===== config.mk =====
export PLATFORM = sky130hd
export DESIGN_NAME = button_debouncer
export DESIGN_NICKNAME = d
export VERILOG_FILES = /design/src/rtl/button_debouncer.sv
export SDC_FILE = /design/constraint.sdc
export NUM_CORES = 1
export LEC_CHECK = 0
export BUFFER_PORTS_ARGS = -buffer_cell sky130_fd_sc_hd__buf_2
export CAP_MARGIN = 20
export CELL_PAD_IN_SITES_DETAIL_PLACEMENT = 1
export CELL_PAD_IN_SITES_GLOBAL_PLACEMENT = 1
export CORE_MARGIN = 2
export CORE_UTILIZATION = 51
export CTS_CLUSTER_SIZE = 8
export DETAILED_ROUTE_END_ITERATION = 7
export PLACE_DENSITY_LB_ADDON = 0.1
export SYNTH_ARGS = -nofsm -noshare
export SYNTH_HDL_FRONTEND = slang
export SYNTH_SLANG_ARGS = --single-unit

===== constraint.sdc =====
create_clock -name clock -period 3.73 [get_ports clock]
set_input_delay 0.746 -clock clock [delete_from_list [all_inputs] [get_ports clock]]
set_output_delay 0.746 -clock clock [all_outputs]
set_load 0.05 [all_outputs]

===== src/rtl/button_debouncer.sv =====
// Multi-channel push-button conditioner.
// Each raw button goes through a 2-flop synchronizer and an independent
// debounce FSM. Per channel it produces a clean level plus one-cycle
// press/release pulses. All outputs come straight from flops.
module button_debouncer #(
    parameter int NUM_BUTTONS     = 2,
    parameter int DEBOUNCE_CYCLES = 500000
) (
    input  logic                   clock,
    input  logic                   reset,
    input  logic [NUM_BUTTONS-1:0] button_raw,
    output logic [NUM_BUTTONS-1:0] button_stable,
    output logic [NUM_BUTTONS-1:0] button_pressed,
    output logic [NUM_BUTTONS-1:0] button_released
);

    // The counter only has to reach DEBOUNCE_CYCLES-1, and it is never narrower than one bit.
    localparam int             CW       = (DEBOUNCE_CYCLES > 1) ? $clog2(DEBOUNCE_CYCLES) : 1;
    localparam logic [CW-1:0]  CNT_LAST = CW'(DEBOUNCE_CYCLES - 1);

    typedef enum logic [1:0] {
        STABLE_LOW,
        WAIT_HIGH,
        STABLE_HIGH,
        WAIT_LOW
    } state_e;

    logic [NUM_BUTTONS-1:0] sync1_q, sync1_d;
    logic [NUM_BUTTONS-1:0] sync2_q, sync2_d;
    state_e                 state_q [NUM_BUTTONS];
    state_e                 state_d [NUM_BUTTONS];
    logic [CW-1:0]          cnt_q   [NUM_BUTTONS];
    logic [CW-1:0]          cnt_d   [NUM_BUTTONS];
    logic [NUM_BUTTONS-1:0] stable_q, stable_d;
    logic [NUM_BUTTONS-1:0] pressed_q, pressed_d;
    logic [NUM_BUTTONS-1:0] released_q, released_d;

    // Next-state logic: synchronizer shift, then the per-channel debounce FSMs.
    always_comb begin
        // NOTE: every signal gets a default before the case statement. A path
        // that leaves a signal unassigned would otherwise infer a latch.
        sync1_d    = button_raw;
        sync2_d    = sync1_q;
        stable_d   = stable_q;
        pressed_d  = '0;
        released_d = '0;
        for (int i = 0; i < NUM_BUTTONS; i++) begin
            state_d[i] = state_q[i];
            cnt_d[i]   = cnt_q[i];
            case (state_q[i])
                STABLE_LOW: begin
                    if (sync2_q[i]) begin
                        state_d[i] = WAIT_HIGH;
                        cnt_d[i]   = '0;
                    end
                end
                WAIT_HIGH: begin
                    if (!sync2_q[i]) begin
                        // A glitch returns to the old level without producing a pulse.
                        state_d[i] = STABLE_LOW;
                        cnt_d[i]   = '0;
                    end else if (cnt_q[i] == CNT_LAST) begin
                        state_d[i]   = STABLE_HIGH;
                        cnt_d[i]     = '0;
                        stable_d[i]  = 1'b1;
                        pressed_d[i] = 1'b1;
                    end else begin
                        cnt_d[i] = cnt_q[i] + 1'b1;
                    end
                end
                STABLE_HIGH: begin
                    if (!sync2_q[i]) begin
                        state_d[i] = WAIT_LOW;
                        cnt_d[i]   = '0;
                    end
                end
                WAIT_LOW: begin
                    if (sync2_q[i]) begin
                        state_d[i] = STABLE_HIGH;
                        cnt_d[i]   = '0;
                    end else if (cnt_q[i] == CNT_LAST) begin
                        state_d[i]    = STABLE_LOW;
                        cnt_d[i]      = '0;
                        stable_d[i]   = 1'b0;
                        released_d[i] = 1'b1;
                    end else begin
                        cnt_d[i] = cnt_q[i] + 1'b1;
                    end
                end
                default: begin
                    state_d[i] = STABLE_LOW;
                    cnt_d[i]   = '0;
                end
            endcase
        end
    end

    // State registers. Reset is asynchronous and aborts any debounce in progress.
    always_ff @(posedge clock or posedge reset) begin
        if (reset) begin
            // NOTE: the counters and FSM states are a few flops per channel. They
            // are reset so that a press in progress is discarded cleanly.
            sync1_q    <= '0;
            sync2_q    <= '0;
            stable_q   <= '0;
            pressed_q  <= '0;
            released_q <= '0;
            for (int i = 0; i < NUM_BUTTONS; i++) begin
                state_q[i] <= STABLE_LOW;
                cnt_q[i]   <= '0;
            end
        end else begin
            // NOTE: sequential state uses non-blocking assignments, so every flop
            // samples values from before this clock edge.
            sync1_q    <= sync1_d;
            sync2_q    <= sync2_d;
            stable_q   <= stable_d;
            pressed_q  <= pressed_d;
            released_q <= released_d;
            for (int i = 0; i < NUM_BUTTONS; i++) begin
                state_q[i] <= state_d[i];
                cnt_q[i]   <= cnt_d[i];
            end
        end
    end

    assign button_stable   = stable_q;
    assign button_pressed  = pressed_q;
    assign button_released = released_q;

endmodule


# Yosys cells after proc, flatten, opt, wreduce, memory -nomap -nowiden
# Index checks and enable logic that the tools add are counted.
# op_classes
addsub	2
mul	0
div_mod_pow	0
order_cmp	0
eq_ne	24
n_shift	0
n_mux	46
bitwise	0
reduce_logical	10
# op_table
operator	n
$mux W19	10
$pmux W19 S4	2
$add A19 B1 Y19 const B	2
$eq A19 B19 Y1 const B	2
$mux W2	12
$ne A2 B2 Y1 const B	12
$mux W1	18
$pmux W2 S4	2
$ne A3 B3 Y1 const B	4
$reduce_and A5 Y1	2
$eq A2 B2 Y1 const B	4
$reduce_and A4 Y1	2
$eq A2 B1 Y1 const B	2
$logic_not A2 Y1	2
$pmux W1 S2	2
$reduce_and A2 Y1	2
$reduce_bool A2 Y1	2
# word_totals
regBits	52
latch_bits	0
mem_bits_rw	0
rom_bits	0
output_inout_bits	6
memories	0

# Logic depth before layout (Yosys ltp)
# Gate-level depths: netlist of run 1.
# logic_depth
ltp_word	4
depth_mapped	7
depth_no_buf	6

# Worst setup path after synthesis of run 1
# No wires, ideal clock.
# synth_timing
path_kind	reg2reg
startpoint	register cnt_q[0] (netlist name)
endpoint	register cnt_q[12] (netlist name)
setup_ns	0.121
arrival_time_ns	1.835
setup_slack_ns	1.774
path_stages_with_launch	8
path_cell_list	dfrtp_1 > ha_1 > nand4_1 > nor4_1 > a21o_1 > buf_4 > o21ai_1 > a22o_1
# synth_via
elab_chain_len	4
word_cells_on_any_way	6
classes_between	add/sub: 1; eq/ne: 1; mux: 4
# synth_lines
element	line	text
start: declaration	32	logic [CW-1:0] cnt_q [NUM_BUTTONS];
start signal: indexed assignment	122	cnt_q[i] <= cnt_d[i];
$add A19 B1 Y19 or $eq A19 B19 Y1 (tied branches)	-	
$mux W19 *	62, 81	
$mux W19 (on tied branches)	78, 58	
$pmux W19 S4 *	50	case (state_q[i])
# Every way passes the cells marked *; elsewhere a longest branch is shown, timed or not.
# A chain may end at the register's enable or synchronous reset.

# Worst setup path in the final report of run 1
# Ends and elaborated chain as after synthesis.

==> impl_metrics.py, run 1 <==
metrics = {
    "detailed_routing": {
        "initialDrtViolationCount": 62,
        "wl_um": 6460,
        "drc": 0,
        "drtPass1Iterations": 4,
        "routedWlPerCell_um": 18.0,
        "vias": 2165,
        "ant_nets": 0,
        "vias_per_cell": 6.03,
    },
    "clock_tree": {
        "root_buffer": "clkbuf_8",
        "cts_buffers": 5,
        "path_clk_slew_ps": 110,
        "cts_resized": 0,
        "cts_sinks": 52,
        "htreeDepth": 2,
        "cts_tree": "yes",
        "clk_path_buf_depth": 2,
        "clock_latency_ps": 320,
        "cts_hold_buffers": 0,
        "post_cts_buffers": 0,
    },
    "floorplanning": {
        "row_count": 26,
        "core_um2": 5040,
        "die_w_um": 76.0,
        "die_area_um2": 5770,
        "die_h_um": 76.0,
        "io_pins": 10,
        "initial_core_util": 0.524,
    },
    "run_status": {
        "status": "complete, no violations",
    },
    "yosys": {
        "synthTopCellsByArea": "dfrtp_1 (49%), a21oi_1 (4.7%), nand2_1 (4.0%)",
        "synthCells": 281,
        "ys_seq_elements": 52,
        "yosysUniqueCellTypes": 47,
        "synth.cell_area_um2": 2640,
        "synth_mux_area_frac": 0.0114,
        "yosys.area_share.simple": 0.227,
        "avgSynthCellArea_um2": 9.40,
        "synth_compound_area_frac": 0.190,
        "synthAdderAreaFrac": 0.00947,
        "synth_most_common_cell": "dfrtp_1",
        "synth_edf_count": 0,
        "yosysTopAreaCellShare": 0.492,
        "syn_nets": 287,
        "netlist_top_cells_count": "dfrtp_1 (52), nand2_1 (28), a21oi_1 (25)",
        "synth_xor_area_frac": 0.0232,
        "ys.flop_type": "dfrtp_1",
        "synth_top_area_cell": "dfrtp_1",
        "ys_warn_count": 0,
        "async_reset_ff_frac": 1.00,
        "synth_top_family_by_area": "simple AND/OR/NAND/NOR gates",
        "seq_area_frac_synth": 0.492,
    },
    "sta": {
        "finalSetupTns_ps": 0,
        "tightest_slew_ps": 971,
        "fin_crit_ps": 2510,
        "finClkSkew_ps": 8.88,
        "rsz0062_at_grt": "no",
        "min_period_over_period": 0.673,
        "max_slew_margin": 0.350,
        "final_hold_viol_count": 0,
        "setup_viol": 0,
        "finalWorstSetupSlack_ps": 1220,
        "drv_slew": 0,
        "max_freq_mhz": 399,
    },
    "global_routing": {
        "antenna_found_initial": 0,
        "overflow": 0,
        "grt_max_degree": 53,
        "grt_pass1_vias": 2201,
        "track_usage": 0.233,
        "grt_pass1_wl_um": 10800,
    },
    "setup_path": {
        "r2r_cells": 6,
        "cpLargestDelayFamily": "simple AND/OR/NAND/NOR gates",
        "crit_start": "cnt_q[0]$_DFFE_PP0P_",
        "cp.required_ps": 3940,
        "crit_cells": 6,
        "reg2reg_from": "cnt_q[0]$_DFFE_PP0P_",
        "path_cells": "ha_1, nand4_1, nor4_1, a21o_1, o21ai_1, a22o_1",
        "criticalPathCategory": "reg -> reg",
        "cpPeakStageDelay_ps": 670,
        "cp-start-kind": "flip-flop",
        "cp_max_fo": 11,
        "crit_buf_inv": 0,
        "critical-path-slowest-cell": "nor4_1",
        "crit_path_end_kind": "flip-flop",
        "critical_path_arrival_ps": 2710,
    },
    "layout": {
        "antenna_cells": 0,
        "areaGrowthSynthToFinish_pct": 7.34,
        "drive_gt1_frac": 0.118,
        "layout.nets": 294,
        "final.fill_count": 600,
    },
    "power_and_ir_drop": {
        "irDropWorstVdd_mv": 0.352,
        "p_leak_nw": 1.18,
        "power_density_nw_per_um2": 527,
    },
    "placed_design": {
        "gp_congestion": 0.774,
        "portBuffers": 9,
        "dp_slack_ps": 1290,
        "place_hpwl_um": 4240,
    },
    "flow_run": {
        "drv_cap": 0,
    },
    "worst_hold_path": {
        "hold_class": "reg -> reg",
        "worstHoldStart": "sync1_q[0]$_DFF_PP0_",
        "hold_path_depth": 0,
    },
}
worst paths after layout:
check / to / slack, ps
setup reg to reg: cnt_q[12]$_DFFE_PP0P_ / 1220
min in group asynchronous: cnt_q[19]$_DFFE_PP0P_ / 480
hold / removal: sync2_q[0]$_DFF_PP0_ / 360
setup / recovery: cnt_q[12]$_DFFE_PP0P_ / 1220
hold reg to reg: sync2_q[0]$_DFF_PP0_ / 360
max in group asynchronous: cnt_q[17]$_DFFE_PP0P_ / 2690
flip-flops by register name (all words and copies together) (netlist names), named ones only:
name and count:
sync1_q 2, state_q 2, cnt_q 38, button_stable 2, button_released 2, button_pressed 2, sync2_q 2
power by group:
group / internal [mW] / switching, mW / total, mW
Sequential: 0.611 / 0.0619 / 0.673
Combinational: 0.155 / 0.328 / 0.482
Clock: 0.135 / 0.205 / 0.340
through the flow:
step           instance area (um2)  std cells  utilization  power (mW)  hold slack, ps
5_1_grt                       2840        359        0.563        1.59             366
6_report                      2840        359        0.563        1.50             355
4_1_cts                       2800        356        0.555        1.49             360
3_3_place_gp                  2710        348        0.536        1.12             335
3_5_place_dp                  2710        348        0.536        1.14             344
2_1_floorplan                 2640        281            -        1.06             331
layer usage:
metal	vias up	track usage	share of wire	routed length [um]
met5	-	0	0	0
met4	0	0.0764	0.015	100
met3	8	0.0355	0.018	118
met2	16	0.409	0.52	3380
met1	1105	0.298	0.44	2860
li1	1036	-	-	-
layout make-up:
class | instances | area (um2) | share of cell area
tap | 70 | 87.6 | 0.0309
inverter | 12 | 45.0 | 0.0159
sequential | 52 | 1300 | 0.459
clock buffer | 5 | 68.8 | 0.0243
multi-input combinational | 204 | 1220 | 0.430
timing repair buffer | 13 | 92.6 | 0.0326
clock inverter | 3 | 22.5 | 0.00794
logic make-up (layout without fill, tap and decap cells):
kind of cell,count (synthesis),in the layout
mux,3,3
compound gates,80,80
xor+xnor,7,7
simple gates,112,112
buf+inv,25,33
fa+ha+maj,2,2
flops,52,52
cell usage in the layout (no fill, tap or decap), types with 2 or more instances in the layout:
cell type and count:
o21ai_1 2, buf_2 10, and4_1 2, inv_1 11
a21o_1 3, nand3_1 19, and3_1 4, clkbuf_8 5
and2_1 4, ha_1 2, nor4_1 3, or2_2 2
nand2b_1 5, nor3_1 5, or3_1 7, a21oi_1 25
a22o_1 6, nand4_1 9, dfrtp_1 52, mux2i_1 3
nand2_1 28, a31oi_1 14, a31o_2 2, nor2_1 17
a41oi_1 2, xor2_1 6, o21ai_0 17
No activity file was read; power rests on OpenSTA's default activity.
==> run 2, diff against run 1 <==
--- a/config.mk
+++ b/config.mk
@@ -10,7 +10,7 @@
 export CELL_PAD_IN_SITES_DETAIL_PLACEMENT = 1
 export CELL_PAD_IN_SITES_GLOBAL_PLACEMENT = 1
 export CORE_MARGIN = 2
-export CORE_UTILIZATION = 51
+export CORE_UTILIZATION = 48
 export CTS_CLUSTER_SIZE = 8
 export DETAILED_ROUTE_END_ITERATION = 7
 export PLACE_DENSITY_LB_ADDON = 0.1
==> constraint.sdc (replaced) <==
create_clock -name clock -period 2.4 [get_ports clock]
set_input_delay 0.48 -clock clock [delete_from_list [all_inputs] [get_ports clock]]
set_output_delay 0.48 -clock clock [all_outputs]
set_load 0.05 [all_outputs]
==> run 2 against run 1 <==
Final area is 1.2% higher. Critical path type unchanged. Clock power up 52%. Sequential power grew 56%. Core utilization shrank 3.1 points. Combinational power is 55% higher. Critical endpoint is now cnt_q[25]$_DFFE_PP0P_. Clock skew is 0.57 ps higher. Total power is 55% higher. Largest cell class unchanged.
==> impl_metrics.py, run 2 (synthesis results as in run 1) <==
metrics = {
    "run_status": {
        "status": "complete, no violations",
    },
    "layout": {
        "layout.nets": 301,
        "final_cell_mix": "dfrtp_1 (52), nand2_1 (28), a21oi_1 (25), nand3_1 (19)",
        "final.fill_count": 619,
        "drive_gt1_frac": 0.135,
        "largest_reg_flops": 38,
        "layout_commonest_cell": "dfrtp_1",
        "multi_input_area_um2": 1220,
        "areaGrowthSynthToFinish_pct": 8.66,
        "antenna_cells": 0,
        "regMostFlops": "cnt_q",
        "layout.cells.non_filler": 368,
        "register_area_um2": 1300,
        "design_area_um2": 2870,
    },
    "floorplanning": {
        "die_w_um": 78.2,
        "row_count": 27,
        "core_um2": 5410,
        "initial_core_util": 0.489,
        "io_pins": 10,
        "die_area_um2": 6110,
        "die_h_um": 78.2,
    },
    "detailed_routing": {
        "initialDrtViolationCount": 67,
        "drtPass1Iterations": 4,
        "ant_nets": 0,
        "wl_um": 6060,
        "drc": 0,
        "vias": 2161,
        "vias_per_cell": 5.87,
        "routedWlPerCell_um": 16.5,
    },
    "sta": {
        "min_period_over_period": 0.905,
        "final_hold_viol_count": 0,
        "setup_viol": 0,
        "rsz0062_at_grt": "no",
        "fin_crit_ps": 2170,
        "finClkSkew_ps": 9.45,
        "max_freq_mhz": 461,
        "hold_slack_ps": 156,
        "max_slew_margin": 0.635,
        "drv_slew": 0,
        "finalSetupTns_ps": 0,
        "tightest_slew_ps": 543,
    },
    "global_routing": {
        "overflow": 0,
        "antenna_found_initial": 0,
        "grt_pass1_vias": 2184,
        "grt_max_degree": 23,
        "track_usage": 0.220,
        "grt_pass1_wl_um": 10600,
    },
    "clock_tree": {
        "cts_tree": "yes",
        "clk_path_buf_depth": 2,
        "clock_latency_ps": 320,
        "cts_resized": 0,
        "cts_buffers": 5,
        "post_cts_buffers": 0,
        "root_buffer": "clkbuf_8",
        "htreeDepth": 2,
        "cts_hold_buffers": 0,
        "path_clk_slew_ps": 100,
        "cts_sinks": 52,
    },
    "power_and_ir_drop": {
        "p_sw_mw": 0.900,
        "clkPwrFrac": 0.223,
        "combPwrFrac": 0.323,
        "switching_share": 0.389,
        "irDropWorstVdd_mv": 0.494,
        "p_seq_frac": 0.454,
        "p_int_mw": 1.42,
        "p_leak_nw": 1.21,
        "power_density_nw_per_um2": 807,
    },
    "setup_path": {
        "reg2reg_slack_ps": 230,
        "cp.required_ps": 2620,
        "cpPeakStageDelay_ps": 570,
        "critical-path-slowest-cell": "or4b_4",
        "crit_path_end_kind": "flip-flop",
        "cp_max_fo": 11,
        "critical_path_arrival_ps": 2390,
        "cp-start-kind": "flip-flop",
        "path_cells": "or4b_4, nor4_4, a21o_1, o21ai_1, a32o_1",
        "criticalPathCategory": "reg -> reg",
    },
    "placed_design": {
        "portBuffers": 9,
        "gp_congestion": 0.772,
        "place_area_um2": 2780,
        "place_hpwl_um": 4330,
        "dp_cells": 360,
    },
    "flow_run": {
        "drv_cap": 0,
    },
    "worst_hold_path": {
        "hold_class": "in -> async",
    },
}
[run 2: metal layers]
metal  GRT usage  up-vias  part of all wire
met2       0.377       13              0.51
met5           0        -                 0
met1       0.280     1085              0.46
met4      0.0789        0             0.015
met3      0.0414        8             0.018
li1            -     1055                 -
[run 2: layout make-up]
cell class | count | area share
repair buffers | 20 | 0.0444
clock inverters | 2 | 0.00566
clock buffers | 6 | 0.0253
flip-flops and latches | 52 | 0.453
well taps | 72 | 0.0314
multi-input cells | 204 | 0.424
inverters | 12 | 0.0157
[run 2: worst max-delay path, delay by kind of cell, from the launching register on]
kind | cells | cell delay (ps)
AO/OA/AOI/OAI | 3 | 710
AND/OR/NAND/NOR | 2 | 920
flip-flops | 1 | 440
[run 2: through the flow]
stage / utilization / power, mW / setup WS [ps]
floorplan: - / 1.65 / 444
global placement: 0.515 / 1.80 / 294
detailed placement: 0.515 / 1.81 / 223
CTS: 0.531 / 2.34 / 211
global route: 0.531 / 2.47 / 6.06
finish: 0.531 / 2.32 / 229
[run 2: worst paths after layout]
| path | to | from | depth (start not counted) |
|---|---|---|---|
| max | cnt_q[25]$_DFFE_PP0P_ | cnt_q[26]$_DFFE_PP0P_ | 5 |
| min | sync2_q[1]$_DFF_PP0_ | reset | 2 |
| max reg2reg | cnt_q[25]$_DFFE_PP0P_ | cnt_q[26]$_DFFE_PP0P_ | 5 |
| min reg2reg | sync2_q[0]$_DFF_PP0_ | sync1_q[0]$_DFF_PP0_ | 0 |
| max in group asynchronous | cnt_q[13]$_DFFE_PP0P_ | reset | 3 |
| min in group clock | sync1_q[1]$_DFF_PP0_ | button_raw[1] | 1 |
[run 2: power groups by stage]
stage	Sequential (mW)	Combinational (mW)	Clock [mW]
after floorplan	1.03	0.620	0
after global placement	1.06	0.737	0
after detailed placement	1.07	0.747	0
after CTS	1.05	0.753	0.535
after global routing	1.06	0.850	0.561
final	1.05	0.748	0.516
==> run 3, diff against run 2 <==
--- a/config.mk
+++ b/config.mk
@@ -6,11 +6,11 @@
 export NUM_CORES = 1
 export LEC_CHECK = 0
 export BUFFER_PORTS_ARGS = -buffer_cell sky130_fd_sc_hd__buf_2
-export CAP_MARGIN = 20
 export CELL_PAD_IN_SITES_DETAIL_PLACEMENT = 1
 export CELL_PAD_IN_SITES_GLOBAL_PLACEMENT = 1
 export CORE_MARGIN = 2
-export CORE_UTILIZATION = 48
+export CORE_UTILIZATION = 50
+export CTS_BUF_LIST = sky130_fd_sc_hd__clkbuf_2 sky130_fd_sc_hd__clkbuf_4 sky130_fd_sc_hd__clkbuf_8
 export CTS_CLUSTER_SIZE = 8
 export DETAILED_ROUTE_END_ITERATION = 7
 export PLACE_DENSITY_LB_ADDON = 0.1
==> run 3 against run 2 <==
Clock skew is 0.83 ps higher. Global-route usage increased by 1.6 points. Highest routed layer unchanged. Final area increased by 0.65%. Sequential share of layout area is 0.29 points lower.
==> impl_metrics.py, run 3 (synthesis results as in run 1) <==
metrics = {
    "placed_design": {
        "dp_slack_ps": 190,
        "portBuffers": 9,
        "gp_congestion": 0.796,
        "place_hpwl_um": 4350,
    },
    "clock_tree": {
        "cts_buffers": 5,
        "cts_sinks": 52,
        "post_cts_buffers": 0,
        "htreeDepth": 2,
        "cts_tree": "yes",
        "clk_path_buf_depth": 2,
        "clock_latency_ps": 310,
        "root_buffer": "clkbuf_8",
        "path_clk_slew_ps": 100,
    },
    "setup_path": {
        "cpPeakStageDelay_ps": 570,
        "crit_path_end_kind": "flip-flop",
        "cp.required_ps": 2610,
        "critical-path-slowest-cell": "or4b_4",
        "path_cells": "or4b_4, nor4_4, a21o_1, a21oi_1, a31o_2",
        "cpLargestDelayFamily": "simple AND/OR/NAND/NOR gates",
        "critical_path_arrival_ps": 2380,
        "cp_max_fo": 11,
        "criticalPathCategory": "reg -> reg",
        "cp-start-kind": "flip-flop",
        "crit_buf_inv": 0,
    },
    "layout": {
        "largest_reg_flops": 38,
        "final.fill_count": 613,
        "final_cell_mix": "dfrtp_1 (52), nand2_1 (28), a21oi_1 (25), nand3_1 (19)",
        "layout.nets": 302,
        "antenna_cells": 0,
        "layout_commonest_cell": "dfrtp_1",
        "drive_gt1_frac": 0.142,
        "regMostFlops": "cnt_q",
        "areaGrowthSynthToFinish_pct": 9.37,
    },
    "floorplanning": {
        "initial_core_util": 0.517,
        "io_pins": 10,
        "die_h_um": 76.7,
        "core_um2": 5110,
        "row_count": 26,
        "die_w_um": 76.7,
        "die_area_um2": 5880,
    },
    "sta": {
        "hold_slack_ps": 199,
        "fin_crit_ps": 2170,
        "final_hold_viol_count": 0,
        "max_slew_margin": 0.637,
        "drv_slew": 0,
        "max_freq_mhz": 461,
        "min_period_over_period": 0.904,
        "rsz0062_at_grt": "no",
        "setup_viol": 0,
        "finClkSkew_ps": 10.3,
        "finalSetupTns_ps": 0,
        "tightest_slew_ps": 540,
        "finalWorstSetupSlack_ps": 231,
    },
    "detailed_routing": {
        "initialDrtViolationCount": 71,
        "vias": 2172,
        "routedWlPerCell_um": 16.7,
        "vias_per_cell": 5.93,
        "ant_nets": 0,
        "drc": 0,
        "drtPass1Iterations": 4,
        "wl_um": 6120,
    },
    "global_routing": {
        "antenna_found_initial": 0,
        "grt_pass1_vias": 2363,
        "track_usage": 0.236,
        "overflow": 0,
        "grt_pass1_wl_um": 11200,
        "grt_max_degree": 30,
    },
    "run_status": {
        "status": "complete, no violations",
    },
    "power_and_ir_drop": {
        "power_density_nw_per_um2": 809,
        "irDropWorstVdd_mv": 0.702,
        "p_leak_nw": 1.22,
    },
    "worst_hold_path": {
        "hold_class": "in -> async",
    },
    "flow_run": {
        "drv_cap": 0,
    },
}
==> run 3: changes by cell type in the layout (fill, tap and decap cells not counted), sizes merged <==
cell | previous run | this run
buf | 20 | 21
clkbuf | 6 | 5
==> run 3: through the flow <==
stage | instance area, um2 | utilization | power (mW) | std cells
2_1_floorplan | 2640 | - | 1.65 | 281
3_3_place_gp | 2800 | 0.548 | 1.81 | 359
3_5_place_dp | 2800 | 0.548 | 1.86 | 359
4_1_cts | 2880 | 0.564 | 2.36 | 366
5_1_grt | 2890 | 0.566 | 2.51 | 366
6_report | 2890 | 0.566 | 2.34 | 366
==> run 3: repair_timing <==
item | in CTS | in global routing
resized for setup | 0 | 2
hold buffers | 0 | 0
endpoints found under the setup margin | 0 | 4
==> run 3: cell type report <==
| class | count | area (um2) | share of cell area |
|---|---|---|---|
| clock inverter | 2 | 12.5 | 0.00433 |
| inverter | 12 | 45.0 | 0.0156 |
| tap | 70 | 87.6 | 0.0303 |
| sequential | 52 | 1300 | 0.450 |
| timing repair buffer | 21 | 148 | 0.0511 |
| multi-input combinational | 204 | 1230 | 0.425 |
| clock buffer | 5 | 68.8 | 0.0238 |
==> run 3: path summary, 6_finish.rpt <==
check,from,to,slack (ps),cells after the start
setup / recovery,cnt_q[26]$_DFFE_PP0P_,flip-flop,230,5
hold / removal,reset,cnt_q[20]$_DFFE_PP0P_,200,2
setup reg to reg,cnt_q[26]$_DFFE_PP0P_,flip-flop,230,5
hold reg to reg,sync1_q[0]$_DFF_PP0_,sync2_q[0]$_DFF_PP0_,360,0
max in group asynchronous,reset,cnt_q[18]$_DFFE_PP0P_,1640,3
min in group clock,button_raw[1],sync1_q[1]$_DFF_PP0_,270,1
==> run 3: per-layer routing <==
| metal | global-route usage | part of all wire |
|---|---|---|
| met1 | 0.297 | 0.45 |
| met2 | 0.416 | 0.51 |
| met3 | 0.0353 | 0.023 |
| met4 | 0.0782 | 0.016 |
| met5 | 0 | 0 |
==> run 3: power breakdown <==
part | internal, mW | switching [mW] | total (mW)
combinational | 0.286 | 0.511 | 0.797
sequential | 0.950 | 0.0993 | 1.05
clock | 0.198 | 0.293 | 0.491
==> run 3: worst register-to-register path, delay by kind of cell (launching register included) <==
family,cells,cell delay [ps]
flip-flops,1,440
AO/OA/AOI/OAI,3,740
AND/OR/NAND/NOR,2,910
